==> src/rtl/axi_pkg.sv <==
// AXI channel types shared by the CPU array, the arbiter and the memory bridge,
// plus the arbiter FSM encodings and the round-robin pick helper.
package axi_pkg;

    localparam int AXI_ID_W   = 4;
    localparam int AXI_ADDR_W = 32;
    localparam int AXI_DATA_W = 32;
    localparam int AXI_STRB_W = AXI_DATA_W / 8;

    // Upper bound on managers handled by rr_pick; RR_IDX_W must cover RR_MAX_N-1.
    localparam int RR_MAX_N = 32;
    localparam int RR_IDX_W = 5;

    typedef struct packed {
        logic [AXI_ID_W-1:0]   id;
        logic [AXI_ADDR_W-1:0] addr;
        logic [7:0]            len;
        logic [2:0]            size;
        logic [1:0]            burst;
    } axi_aw_t;

    typedef struct packed {
        logic [AXI_ID_W-1:0]   id;
        logic [AXI_ADDR_W-1:0] addr;
        logic [7:0]            len;
        logic [2:0]            size;
        logic [1:0]            burst;
    } axi_ar_t;

    typedef struct packed {
        logic [AXI_DATA_W-1:0] data;
        logic [AXI_STRB_W-1:0] strb;
        logic                  last;
    } axi_w_t;

    typedef struct packed {
        logic [AXI_ID_W-1:0] id;
        logic [1:0]          resp;
    } axi_b_t;

    typedef struct packed {
        logic [AXI_ID_W-1:0]   id;
        logic [AXI_DATA_W-1:0] data;
        logic [1:0]            resp;
        logic                  last;
    } axi_r_t;

    typedef enum logic [1:0] {
        W_IDLE = 2'd0,
        W_AW   = 2'd1,
        W_DATA = 2'd2,
        W_RESP = 2'd3
    } arb_wstate_e;

    typedef enum logic [1:0] {
        R_IDLE = 2'd0,
        R_AR   = 2'd1,
        R_DATA = 2'd2
    } arb_rstate_e;

    // First set bit of valid_vec at or above ptr, wrapping modulo n.
    // Returns ptr when nothing is valid; callers gate with |valid_vec.
    function automatic logic [RR_IDX_W-1:0] rr_pick(
        input logic [RR_MAX_N-1:0] valid_vec,
        input logic [RR_IDX_W-1:0] ptr,
        input int                  n
    );
        logic [RR_IDX_W-1:0] winner;
        logic                found;
        logic [RR_IDX_W:0]   idx;
        winner = ptr;
        found  = 1'b0;
        for (int i = 0; i < RR_MAX_N; i++) begin
            if (i < n) begin
                idx = {1'b0, ptr} + (RR_IDX_W+1)'(i);
                if (idx >= (RR_IDX_W+1)'(n)) begin
                    idx = idx - (RR_IDX_W+1)'(n);
                end
                if (!found && valid_vec[idx[RR_IDX_W-1:0]]) begin
                    winner = idx[RR_IDX_W-1:0];
                    found  = 1'b1;
                end
            end
        end
        return winner;
    endfunction

endpackage

==> src/rtl/axi_rr_arbiter_if.sv <==
// Bundle of the N upstream AXI manager ports and the single downstream port.
// slave: arbiter view; master: the CPU array + memory bridge view.
interface axi_rr_arbiter_if #(
    parameter int N_MANAGERS = 4
);
    import axi_pkg::*;

    axi_aw_t i_axi_s_aw      [N_MANAGERS];
    logic    i_axi_s_awvalid [N_MANAGERS];
    logic    o_axi_s_awready [N_MANAGERS];
    axi_w_t  i_axi_s_w       [N_MANAGERS];
    logic    i_axi_s_wvalid  [N_MANAGERS];
    logic    o_axi_s_wready  [N_MANAGERS];
    axi_b_t  o_axi_s_b       [N_MANAGERS];
    logic    o_axi_s_bvalid  [N_MANAGERS];
    logic    i_axi_s_bready  [N_MANAGERS];
    axi_ar_t i_axi_s_ar      [N_MANAGERS];
    logic    i_axi_s_arvalid [N_MANAGERS];
    logic    o_axi_s_arready [N_MANAGERS];
    axi_r_t  o_axi_s_r       [N_MANAGERS];
    logic    o_axi_s_rvalid  [N_MANAGERS];
    logic    i_axi_s_rready  [N_MANAGERS];

    axi_aw_t o_axi_m_aw;
    logic    o_axi_m_awvalid;
    logic    i_axi_m_awready;
    axi_w_t  o_axi_m_w;
    logic    o_axi_m_wvalid;
    logic    i_axi_m_wready;
    axi_b_t  i_axi_m_b;
    logic    i_axi_m_bvalid;
    logic    o_axi_m_bready;
    axi_ar_t o_axi_m_ar;
    logic    o_axi_m_arvalid;
    logic    i_axi_m_arready;
    axi_r_t  i_axi_m_r;
    logic    i_axi_m_rvalid;
    logic    o_axi_m_rready;

    modport slave (
        input  i_axi_s_aw, i_axi_s_awvalid, i_axi_s_w, i_axi_s_wvalid, i_axi_s_bready,
        input  i_axi_s_ar, i_axi_s_arvalid, i_axi_s_rready,
        output o_axi_s_awready, o_axi_s_wready, o_axi_s_b, o_axi_s_bvalid,
        output o_axi_s_arready, o_axi_s_r, o_axi_s_rvalid,
        output o_axi_m_aw, o_axi_m_awvalid, o_axi_m_w, o_axi_m_wvalid, o_axi_m_bready,
        output o_axi_m_ar, o_axi_m_arvalid, o_axi_m_rready,
        input  i_axi_m_awready, i_axi_m_wready, i_axi_m_b, i_axi_m_bvalid,
        input  i_axi_m_arready, i_axi_m_r, i_axi_m_rvalid
    );

    modport master (
        output i_axi_s_aw, i_axi_s_awvalid, i_axi_s_w, i_axi_s_wvalid, i_axi_s_bready,
        output i_axi_s_ar, i_axi_s_arvalid, i_axi_s_rready,
        input  o_axi_s_awready, o_axi_s_wready, o_axi_s_b, o_axi_s_bvalid,
        input  o_axi_s_arready, o_axi_s_r, o_axi_s_rvalid,
        input  o_axi_m_aw, o_axi_m_awvalid, o_axi_m_w, o_axi_m_wvalid, o_axi_m_bready,
        input  o_axi_m_ar, o_axi_m_arvalid, o_axi_m_rready,
        output i_axi_m_awready, i_axi_m_wready, i_axi_m_b, i_axi_m_bvalid,
        output i_axi_m_arready, i_axi_m_r, i_axi_m_rvalid
    );

endinterface

==> src/rtl/axi_rr_arbiter_rr_pick_next.sv <==
// Combinational round-robin winner for one arbitration path (N <= RR_MAX_N).
module rr_pick_next
    import axi_pkg::*;
#(
    parameter int N     = 4,
    parameter int IDX_W = (N > 1) ? $clog2(N) : 1
) (
    input  logic [N-1:0]     valid,
    input  logic [IDX_W-1:0] ptr,
    output logic             any_valid,
    output logic [IDX_W-1:0] winner
);

    logic [RR_MAX_N-1:0] valid_ext;
    logic [RR_IDX_W-1:0] pick;

    assign valid_ext = RR_MAX_N'(valid);
    assign pick      = rr_pick(valid_ext, RR_IDX_W'(ptr), N);
    assign winner    = IDX_W'(pick);
    assign any_valid = |valid;

endmodule

==> src/rtl/axi_rr_arbiter.sv <==
// Round-robin N:1 AXI arbiter with independent write and read paths.
// Optional AXI_ARB_ID_CHECK_EN adds a sticky response-ID mismatch flag (o_id_err).
module axi_rr_arbiter
    import axi_pkg::*;
#(
    parameter int N_MANAGERS = 4,
    parameter int GRANT_W    = (N_MANAGERS > 1) ? $clog2(N_MANAGERS) : 1
) (
    input  logic             clk,
    input  logic             rst,
    axi_rr_arbiter_if.slave  bus
`ifdef AXI_ARB_ID_CHECK_EN
    ,
    output logic             o_id_err
`endif
);

    function automatic logic [GRANT_W-1:0] ptr_inc(input logic [GRANT_W-1:0] g);
        return (g == GRANT_W'(N_MANAGERS - 1)) ? '0 : g + 1'b1;
    endfunction

    logic [N_MANAGERS-1:0] awvalid_vec;
    logic [N_MANAGERS-1:0] arvalid_vec;

    generate
        for (genvar gi = 0; gi < N_MANAGERS; gi++) begin : g_req
            assign awvalid_vec[gi] = bus.i_axi_s_awvalid[gi];
            assign arvalid_vec[gi] = bus.i_axi_s_arvalid[gi];
        end
    endgenerate

    // ---------------- write path ----------------
    arb_wstate_e        wstate_reg, wstate_next;
    logic [GRANT_W-1:0] wgrant_reg, wgrant_next;
    logic [GRANT_W-1:0] wptr_reg, wptr_next;
    logic [GRANT_W-1:0] wwin;
    logic               wany;

    axi_aw_t m_aw;
    logic    m_awvalid;
    axi_w_t  m_w;
    logic    m_wvalid;
    logic    m_bready;

    rr_pick_next #(.N(N_MANAGERS), .IDX_W(GRANT_W)) u_wpick (
        .valid     (awvalid_vec),
        .ptr       (wptr_reg),
        .any_valid (wany),
        .winner    (wwin)
    );

    always_comb begin
        wstate_next = wstate_reg;
        wgrant_next = wgrant_reg;
        wptr_next   = wptr_reg;
        m_aw        = '0;
        m_awvalid   = 1'b0;
        m_w         = '0;
        m_wvalid    = 1'b0;
        m_bready    = 1'b0;
        case (wstate_reg)
            W_IDLE: begin
                if (wany) begin
                    wgrant_next = wwin;
                    wstate_next = W_AW;
                end
            end
            W_AW: begin
                m_aw      = bus.i_axi_s_aw[wgrant_reg];
                m_awvalid = bus.i_axi_s_awvalid[wgrant_reg];
                if (m_awvalid && bus.i_axi_m_awready) begin
                    wstate_next = W_DATA;
                end
            end
            W_DATA: begin
                m_w      = bus.i_axi_s_w[wgrant_reg];
                m_wvalid = bus.i_axi_s_wvalid[wgrant_reg];
                if (m_wvalid && bus.i_axi_m_wready && m_w.last) begin
                    wstate_next = W_RESP;
                end
            end
            W_RESP: begin
                m_bready = bus.i_axi_s_bready[wgrant_reg];
                if (bus.i_axi_m_bvalid && m_bready) begin
                    wstate_next = W_IDLE;
                    wptr_next   = ptr_inc(wgrant_reg);
                end
            end
            default: wstate_next = W_IDLE;
        endcase
    end

    always_ff @(posedge clk) begin
        if (rst) begin
            wstate_reg <= W_IDLE;
            wgrant_reg <= '0;
            wptr_reg   <= '0;
        end else begin
            wstate_reg <= wstate_next;
            wgrant_reg <= wgrant_next;
            wptr_reg   <= wptr_next;
        end
    end

    // ---------------- read path ----------------
    arb_rstate_e        rstate_reg, rstate_next;
    logic [GRANT_W-1:0] rgrant_reg, rgrant_next;
    logic [GRANT_W-1:0] rptr_reg, rptr_next;
    logic [GRANT_W-1:0] rwin;
    logic               rany;

    axi_ar_t m_ar;
    logic    m_arvalid;
    logic    m_rready;

    rr_pick_next #(.N(N_MANAGERS), .IDX_W(GRANT_W)) u_rpick (
        .valid     (arvalid_vec),
        .ptr       (rptr_reg),
        .any_valid (rany),
        .winner    (rwin)
    );

    always_comb begin
        rstate_next = rstate_reg;
        rgrant_next = rgrant_reg;
        rptr_next   = rptr_reg;
        m_ar        = '0;
        m_arvalid   = 1'b0;
        m_rready    = 1'b0;
        case (rstate_reg)
            R_IDLE: begin
                if (rany) begin
                    rgrant_next = rwin;
                    rstate_next = R_AR;
                end
            end
            R_AR: begin
                m_ar      = bus.i_axi_s_ar[rgrant_reg];
                m_arvalid = bus.i_axi_s_arvalid[rgrant_reg];
                if (m_arvalid && bus.i_axi_m_arready) begin
                    rstate_next = R_DATA;
                end
            end
            R_DATA: begin
                m_rready = bus.i_axi_s_rready[rgrant_reg];
                if (bus.i_axi_m_rvalid && m_rready && bus.i_axi_m_r.last) begin
                    rstate_next = R_IDLE;
                    rptr_next   = ptr_inc(rgrant_reg);
                end
            end
            default: rstate_next = R_IDLE;
        endcase
    end

    always_ff @(posedge clk) begin
        if (rst) begin
            rstate_reg <= R_IDLE;
            rgrant_reg <= '0;
            rptr_reg   <= '0;
        end else begin
            rstate_reg <= rstate_next;
            rgrant_reg <= rgrant_next;
            rptr_reg   <= rptr_next;
        end
    end

    // ---------------- downstream port ----------------
    assign bus.o_axi_m_aw      = m_aw;
    assign bus.o_axi_m_awvalid = m_awvalid;
    assign bus.o_axi_m_w       = m_w;
    assign bus.o_axi_m_wvalid  = m_wvalid;
    assign bus.o_axi_m_bready  = m_bready;
    assign bus.o_axi_m_ar      = m_ar;
    assign bus.o_axi_m_arvalid = m_arvalid;
    assign bus.o_axi_m_rready  = m_rready;

    // ---------------- upstream ports: only the granted index sees anything ----------------
    generate
        for (genvar gi = 0; gi < N_MANAGERS; gi++) begin : g_up
            logic wsel;
            logic rsel;
            assign wsel = (wgrant_reg == GRANT_W'(gi));
            assign rsel = (rgrant_reg == GRANT_W'(gi));

            assign bus.o_axi_s_awready[gi] = (wstate_reg == W_AW)   && wsel && bus.i_axi_m_awready;
            assign bus.o_axi_s_wready[gi]  = (wstate_reg == W_DATA) && wsel && bus.i_axi_m_wready;
            assign bus.o_axi_s_bvalid[gi]  = (wstate_reg == W_RESP) && wsel && bus.i_axi_m_bvalid;
            assign bus.o_axi_s_b[gi]       = ((wstate_reg == W_RESP) && wsel) ? bus.i_axi_m_b : '0;

            assign bus.o_axi_s_arready[gi] = (rstate_reg == R_AR)   && rsel && bus.i_axi_m_arready;
            assign bus.o_axi_s_rvalid[gi]  = (rstate_reg == R_DATA) && rsel && bus.i_axi_m_rvalid;
            assign bus.o_axi_s_r[gi]       = ((rstate_reg == R_DATA) && rsel) ? bus.i_axi_m_r : '0;
        end
    endgenerate

`ifdef AXI_ARB_ID_CHECK_EN
    // Compares response IDs with the granted request ID; routing is unaffected.
    logic [AXI_ID_W-1:0] awid_reg;
    logic [AXI_ID_W-1:0] arid_reg;
    logic                id_err_reg;
    logic                aw_hs, b_hs, ar_hs, r_hs;

    assign aw_hs = (wstate_reg == W_AW)   && m_awvalid && bus.i_axi_m_awready;
    assign b_hs  = (wstate_reg == W_RESP) && bus.i_axi_m_bvalid && m_bready;
    assign ar_hs = (rstate_reg == R_AR)   && m_arvalid && bus.i_axi_m_arready;
    assign r_hs  = (rstate_reg == R_DATA) && bus.i_axi_m_rvalid && m_rready;

    always_ff @(posedge clk) begin
        if (rst) begin
            awid_reg   <= '0;
            arid_reg   <= '0;
            id_err_reg <= 1'b0;
        end else begin
            if (aw_hs) awid_reg <= m_aw.id;
            if (ar_hs) arid_reg <= m_ar.id;
            if (b_hs && (bus.i_axi_m_b.id != awid_reg)) begin
                id_err_reg <= 1'b1;
                $error("axi_rr_arbiter: B id mismatch mgr=%0d got=%0h expected=%0h",
                       wgrant_reg, bus.i_axi_m_b.id, awid_reg);
            end
            if (r_hs && (bus.i_axi_m_r.id != arid_reg)) begin
                id_err_reg <= 1'b1;
                $error("axi_rr_arbiter: R id mismatch mgr=%0d got=%0h expected=%0h",
                       rgrant_reg, bus.i_axi_m_r.id, arid_reg);
            end
        end
    end

    assign o_id_err = id_err_reg;
`endif

endmodule
==> src/flat_wrapper.sv <==
// flat-port wrapper written by rule: the top's interface ports become plain ports
module axi_rr_arbiter_flat import axi_pkg::*;
#(
    parameter int N_MANAGERS = 4,
    parameter int GRANT_W    = (N_MANAGERS > 1) ? $clog2(N_MANAGERS) : 1
)
  (clk, rst, bus_i_axi_s_aw, bus_i_axi_s_awvalid, bus_i_axi_s_w, bus_i_axi_s_wvalid, bus_i_axi_s_bready, bus_i_axi_s_ar, bus_i_axi_s_arvalid, bus_i_axi_s_rready, bus_o_axi_s_awready, bus_o_axi_s_wready, bus_o_axi_s_b, bus_o_axi_s_bvalid, bus_o_axi_s_arready, bus_o_axi_s_r, bus_o_axi_s_rvalid, bus_o_axi_m_aw, bus_o_axi_m_awvalid, bus_o_axi_m_w, bus_o_axi_m_wvalid, bus_o_axi_m_bready, bus_o_axi_m_ar, bus_o_axi_m_arvalid, bus_o_axi_m_rready, bus_i_axi_m_awready, bus_i_axi_m_wready, bus_i_axi_m_b, bus_i_axi_m_bvalid, bus_i_axi_m_arready, bus_i_axi_m_r, bus_i_axi_m_rvalid);
  axi_rr_arbiter_if #(.N_MANAGERS(N_MANAGERS)) bus_i ();
  input  logic clk;
  input  logic rst;
  input wire logic [$bits(bus_i.i_axi_s_aw)-1:0] bus_i_axi_s_aw;
  input wire logic [$bits(bus_i.i_axi_s_awvalid)-1:0] bus_i_axi_s_awvalid;
  input wire logic [$bits(bus_i.i_axi_s_w)-1:0] bus_i_axi_s_w;
  input wire logic [$bits(bus_i.i_axi_s_wvalid)-1:0] bus_i_axi_s_wvalid;
  input wire logic [$bits(bus_i.i_axi_s_bready)-1:0] bus_i_axi_s_bready;
  input wire logic [$bits(bus_i.i_axi_s_ar)-1:0] bus_i_axi_s_ar;
  input wire logic [$bits(bus_i.i_axi_s_arvalid)-1:0] bus_i_axi_s_arvalid;
  input wire logic [$bits(bus_i.i_axi_s_rready)-1:0] bus_i_axi_s_rready;
  output wire logic [$bits(bus_i.o_axi_s_awready)-1:0] bus_o_axi_s_awready;
  output wire logic [$bits(bus_i.o_axi_s_wready)-1:0] bus_o_axi_s_wready;
  output wire logic [$bits(bus_i.o_axi_s_b)-1:0] bus_o_axi_s_b;
  output wire logic [$bits(bus_i.o_axi_s_bvalid)-1:0] bus_o_axi_s_bvalid;
  output wire logic [$bits(bus_i.o_axi_s_arready)-1:0] bus_o_axi_s_arready;
  output wire logic [$bits(bus_i.o_axi_s_r)-1:0] bus_o_axi_s_r;
  output wire logic [$bits(bus_i.o_axi_s_rvalid)-1:0] bus_o_axi_s_rvalid;
  output wire logic [$bits(bus_i.o_axi_m_aw)-1:0] bus_o_axi_m_aw;
  output wire logic [$bits(bus_i.o_axi_m_awvalid)-1:0] bus_o_axi_m_awvalid;
  output wire logic [$bits(bus_i.o_axi_m_w)-1:0] bus_o_axi_m_w;
  output wire logic [$bits(bus_i.o_axi_m_wvalid)-1:0] bus_o_axi_m_wvalid;
  output wire logic [$bits(bus_i.o_axi_m_bready)-1:0] bus_o_axi_m_bready;
  output wire logic [$bits(bus_i.o_axi_m_ar)-1:0] bus_o_axi_m_ar;
  output wire logic [$bits(bus_i.o_axi_m_arvalid)-1:0] bus_o_axi_m_arvalid;
  output wire logic [$bits(bus_i.o_axi_m_rready)-1:0] bus_o_axi_m_rready;
  input wire logic [$bits(bus_i.i_axi_m_awready)-1:0] bus_i_axi_m_awready;
  input wire logic [$bits(bus_i.i_axi_m_wready)-1:0] bus_i_axi_m_wready;
  input wire logic [$bits(bus_i.i_axi_m_b)-1:0] bus_i_axi_m_b;
  input wire logic [$bits(bus_i.i_axi_m_bvalid)-1:0] bus_i_axi_m_bvalid;
  input wire logic [$bits(bus_i.i_axi_m_arready)-1:0] bus_i_axi_m_arready;
  input wire logic [$bits(bus_i.i_axi_m_r)-1:0] bus_i_axi_m_r;
  input wire logic [$bits(bus_i.i_axi_m_rvalid)-1:0] bus_i_axi_m_rvalid;
  assign bus_i.i_axi_s_aw = {>>{bus_i_axi_s_aw}};
  assign bus_i.i_axi_s_awvalid = {>>{bus_i_axi_s_awvalid}};
  assign bus_i.i_axi_s_w = {>>{bus_i_axi_s_w}};
  assign bus_i.i_axi_s_wvalid = {>>{bus_i_axi_s_wvalid}};
  assign bus_i.i_axi_s_bready = {>>{bus_i_axi_s_bready}};
  assign bus_i.i_axi_s_ar = {>>{bus_i_axi_s_ar}};
  assign bus_i.i_axi_s_arvalid = {>>{bus_i_axi_s_arvalid}};
  assign bus_i.i_axi_s_rready = {>>{bus_i_axi_s_rready}};
  assign bus_o_axi_s_awready = {>>{bus_i.o_axi_s_awready}};
  assign bus_o_axi_s_wready = {>>{bus_i.o_axi_s_wready}};
  assign bus_o_axi_s_b = {>>{bus_i.o_axi_s_b}};
  assign bus_o_axi_s_bvalid = {>>{bus_i.o_axi_s_bvalid}};
  assign bus_o_axi_s_arready = {>>{bus_i.o_axi_s_arready}};
  assign bus_o_axi_s_r = {>>{bus_i.o_axi_s_r}};
  assign bus_o_axi_s_rvalid = {>>{bus_i.o_axi_s_rvalid}};
  assign bus_o_axi_m_aw = bus_i.o_axi_m_aw;
  assign bus_o_axi_m_awvalid = bus_i.o_axi_m_awvalid;
  assign bus_o_axi_m_w = bus_i.o_axi_m_w;
  assign bus_o_axi_m_wvalid = bus_i.o_axi_m_wvalid;
  assign bus_o_axi_m_bready = bus_i.o_axi_m_bready;
  assign bus_o_axi_m_ar = bus_i.o_axi_m_ar;
  assign bus_o_axi_m_arvalid = bus_i.o_axi_m_arvalid;
  assign bus_o_axi_m_rready = bus_i.o_axi_m_rready;
  assign bus_i.i_axi_m_awready = bus_i_axi_m_awready;
  assign bus_i.i_axi_m_wready = bus_i_axi_m_wready;
  assign bus_i.i_axi_m_b = bus_i_axi_m_b;
  assign bus_i.i_axi_m_bvalid = bus_i_axi_m_bvalid;
  assign bus_i.i_axi_m_arready = bus_i_axi_m_arready;
  assign bus_i.i_axi_m_r = bus_i_axi_m_r;
  assign bus_i.i_axi_m_rvalid = bus_i_axi_m_rvalid;
  axi_rr_arbiter #(.N_MANAGERS(N_MANAGERS), .GRANT_W(GRANT_W)) u_core (.clk(clk), .rst(rst), .bus(bus_i));
endmodule
==> config.mk <==
export PLATFORM = sky130hd
export DESIGN_NAME = axi_rr_arbiter_flat
export DESIGN_NICKNAME = d
export VERILOG_FILES = /design/src/rtl/axi_pkg.sv /design/src/rtl/axi_rr_arbiter_if.sv /design/src/rtl/axi_rr_arbiter_rr_pick_next.sv /design/src/rtl/axi_rr_arbiter.sv /design/src/flat_wrapper.sv
export SDC_FILE = /design/constraint.sdc
export NUM_CORES = 1
export LEC_CHECK = 0
export ABC_CLOCK_PERIOD_IN_PS = 2640
export CAP_MARGIN = 20
export CORE_AREA = 3 3 367 369
export DETAILED_ROUTE_END_ITERATION = 6
export DIE_AREA = 0 0 370 372
export PLACE_DENSITY = 0.31
export REMOVE_ABC_BUFFERS = 1
export SKIP_CTS_REPAIR_TIMING = 1
export SYNTH_ARGS = -nofsm -noshare
export SYNTH_HDL_FRONTEND = slang
export SYNTH_SLANG_ARGS = --single-unit
==> constraint.sdc <==
create_clock -name clk -period 2.64 [get_ports clk]
set_input_delay 0.66 -clock clk [delete_from_list [all_inputs] [get_ports clk]]
set_output_delay 0.66 -clock clk [all_outputs]
set_load 0.05 [all_outputs]
==> impl_metrics.tcl <==
set metrics [dict create \
    outcome "complete, but fails checks" \
    violations "setup timing" \
    vias 10650 \
    multiInputGateArea_sq_um 6394 \
    reg2reg_from "u_core.wptr_reg[1]" \
    synth-main-ff-cell "dfxtp_1" \
    die-area_sq_um 137600 \
    async_flop_share_pct 0 \
    rsz0062_at_grt "yes" \
    syn-cell-area_sq_um 6918 \
    max_cap_violations 0 \
    start_util_pct 5.262 \
    insertion_delay_ns 0.27 \
    ios 952 \
    finalHoldViolations 0 \
    slew_headroom_pct 66.20 \
    cts_tree "done" \
    p_leak_nw 8.925 \
    grt_start_max_net_pins 94 \
    gp_congestion 0.8675 \
    syn_inst 717 \
    min_period_over_period_pct 100.4 \
    hpwl_um 70680 \
    grt_pass1_wl_um 100800 \
    fp.dieW_um 370 \
    syn_area_per_cell_sq_um 9.648 \
    numPortBuffers 951 \
    wl_per_cell_um 23.22 \
    final_max_slew_viol_count 0 \
    via_per_inst 3.077 \
    nFillCells 14550 \
    path_depth 4 \
    grtUsageMet2_pct 20.27 \
    start_kind "input pin" \
    startpoint "bus_i_axi_s_aw[97]" \
    drt_iter0_markers 498 \
    drive_gt1_share_pct 38.36 \
    yosysWarnings 0 \
    dr.pass1.iters 5 \
    synth_seq_cells 12 \
    power.density_nw_per_um2 406.1 \
    peakVddDrop_mv 0.2722 \
    syn_to_final_growth_pct 222.2 \
    tightest_slew_ns 0.5028 \
    clk_path_buf_depth 2 \
    end_kind "primary output" \
    r2r_slack_ns 0.27 \
    top_usage_layer "met2" \
    crit_path_top_delay_cell "mux4_2" \
    yosysSeqAreaShare_pct 3.473 \
    clkTransAtPathRegs_ns 0.06 \
    fp-row-count 133 \
    synth_top_area_share_pct 46.23 \
    die_h_um 372 \
    clock-sinks 12 \
    finClkSkew_ns 0.001099 \
    overflow 0 \
    grt_pass1_vias 11330 \
    setup_violations 3 \
    critical_path_class "input pin to primary output" \
    worst-path-buf-inv 2 \
    htree_levels 1 \
    finalSetupTns_ns -0.02157 \
    synth_area_leader_cell "mux4_2" \
    cp_slowest_stage_delay_ns 0.55 \
    track_usage_pct 10.63 \
    critical_path.top_delay_family "buffers and inverters" \
    hold_class "flop to flop" \
    timing.final.crit_period_ns 2.650 \
    drc_errors 0 \
    worstReg2RegEnd "u_core.wgrant_reg[0]" \
    synth_area_leaders "mux4_2 (46%), and3_1 (18%), and2_1 (13%), ha_1 (3.8%), clkbuf_1 (3.6%)" \
    core_sq_um 131500 \
    wl_um 80380 \
    worst_slack_ns -0.009853 \
    cp-endpoint "bus_o_axi_m_aw[48]" \
    nets 2318 \
    grt_util_met3_pct 3.834 \
    crit_chain "clkdlybuf4s50_1 > mux4_2 > and2_4 > buf_6" \
    cp.required_ns 1.98 \
    ys_types 41 \
    antenna_found_initial 38 \
    critPathMaxFanout 1 \
    cts_buffers 3 \
    ant_nets 0 \
    register_area_sq_um 252.7 \
    cp_data_arrival_time_ns 1.99 \
    cts-root-buf "clkbuf_16" \
    synth_edf_count 0 \
    r2r_cells 9 \
    use_met1_pct 10.65 \
    fmax_ghz 0.3774 \
    hold_ws_ns 0.5618 \
]
## layout by cell type (no fill, tap or decap), types with 3 or more instances in the layout
cell             Yosys  final
a21oi_1              7      7
buf_12               0    286
and3_1             201    201
mux2i_1              7      7
and2_4               0     38
dfxtp_4              0      3
a31oi_1              4      4
dfxtp_1             12      8
inv_1               11     11
a211oi_1             3      3
mux2_2               6      6
diode_2              0     23
nand2_1             13     13
clkdlybuf4s50_1      0    570
dlymetal6s2s_1       0     41
ha_2                 0      5
buf_4                2    138
nand2b_1             4      4
clkbuf_16            0      7
nor2_1               9      9
nor2b_1              5      3
ha_1                21     16
and2_1             143    104
buf_6                1     12
nand3_1              6      6
mux4_2             142    142
nor3_1               7      7
## kinds of logic after synthesis
logic type,after synthesis,synth area share (%)
muxes,155,48.22
buffers and inverters,101,5.987
DFF,12,3.473
AOI/OAI and AO/OA,32,3.636
adders and majority gates,21,3.798
and+or+nand+nor,396,34.89
## report_power, final
part           switching, mW  total [mW]  internal (mW)
combinational           4.43        8.47           4.04
sequential            0.0451       0.262          0.216
clock                  0.113       0.319          0.205
## final cells by class
type,count,area share [%]
clock buffers,4,0.3536
flip-flops and latches,12,1.134
inverters,11,0.1852
well taps,1755,9.851
repair buffers,1053,59.53
diodes,23,0.2582
multi-input cells,604,28.68
## worst min-delay path by stage
stage                    startpoint                   end  slack, ns  cells past startpoint
2_1_floorplan  u_core.wstate_reg[0]  u_core.wstate_reg[0]       0.51                      2
3_3_place_gp   u_core.wstate_reg[0]  u_core.wstate_reg[0]       0.53                      2
3_5_place_dp   u_core.wstate_reg[0]  u_core.wstate_reg[0]       0.56                      2
4_1_cts        u_core.wstate_reg[0]  u_core.wstate_reg[0]       0.57                      2
5_1_grt        u_core.wstate_reg[0]  u_core.wstate_reg[0]       0.60                      2
6_report       u_core.wstate_reg[0]  u_core.wstate_reg[0]       0.56                      2
## worst register-to-register path: cells and delay by family (launching register included)
family                     cells  cell delay, ns
AOI/OAI and AO/OA              2            0.61
adders and majority gates      1            0.36
buffers and inverters          3            0.30
DFF                            1            0.38
muxes                          2            0.57
and+or+nand+nor                1            0.05
## layer usage
layer	part of all wire, %	vias to the layer above	wire (um)
met1	33	5243	26780
met5	0.28	-	224
met2	54	535	43730
li1	-	4761	-
met3	9.0	83	7232
met4	3.0	32	2409
## synthesized netlist by cell type, drive strengths merged (2+ instances only)
cell,number
a211oi,3
nand3,6
clkbuf,67
nor2b,5
nand3b,2
ha,21
buf,23
mux2,6
a21boi,2
o221ai,2
or3,2
a21oi,7
and3,201
inv,11
dfxtp,12
nor3,7
nand2,13
o21ai,2
nor2,9
and2,143
mux4,142
a31oi,4
a221oi,2
mux2i,7
a21o,2
nor4,2
nand2b,4
## through the flow
step	setup slack [ns]	cells	cell area, sq um	util [%]	total power [mW]
5_1_grt	-0.07127	3442	22240	16.92	9.494
4_1_cts	-0.2360	3411	21620	16.45	8.914
3_5_place_dp	-0.1783	3407	21540	16.39	8.557
3_3_place_gp	-0.1708	3407	21540	16.39	8.512
2_1_floorplan	-2.875	627	6545	-	4.216
6_report	-0.009853	3462	22290	16.96	9.052
Power figures use the tool's default switching activity.
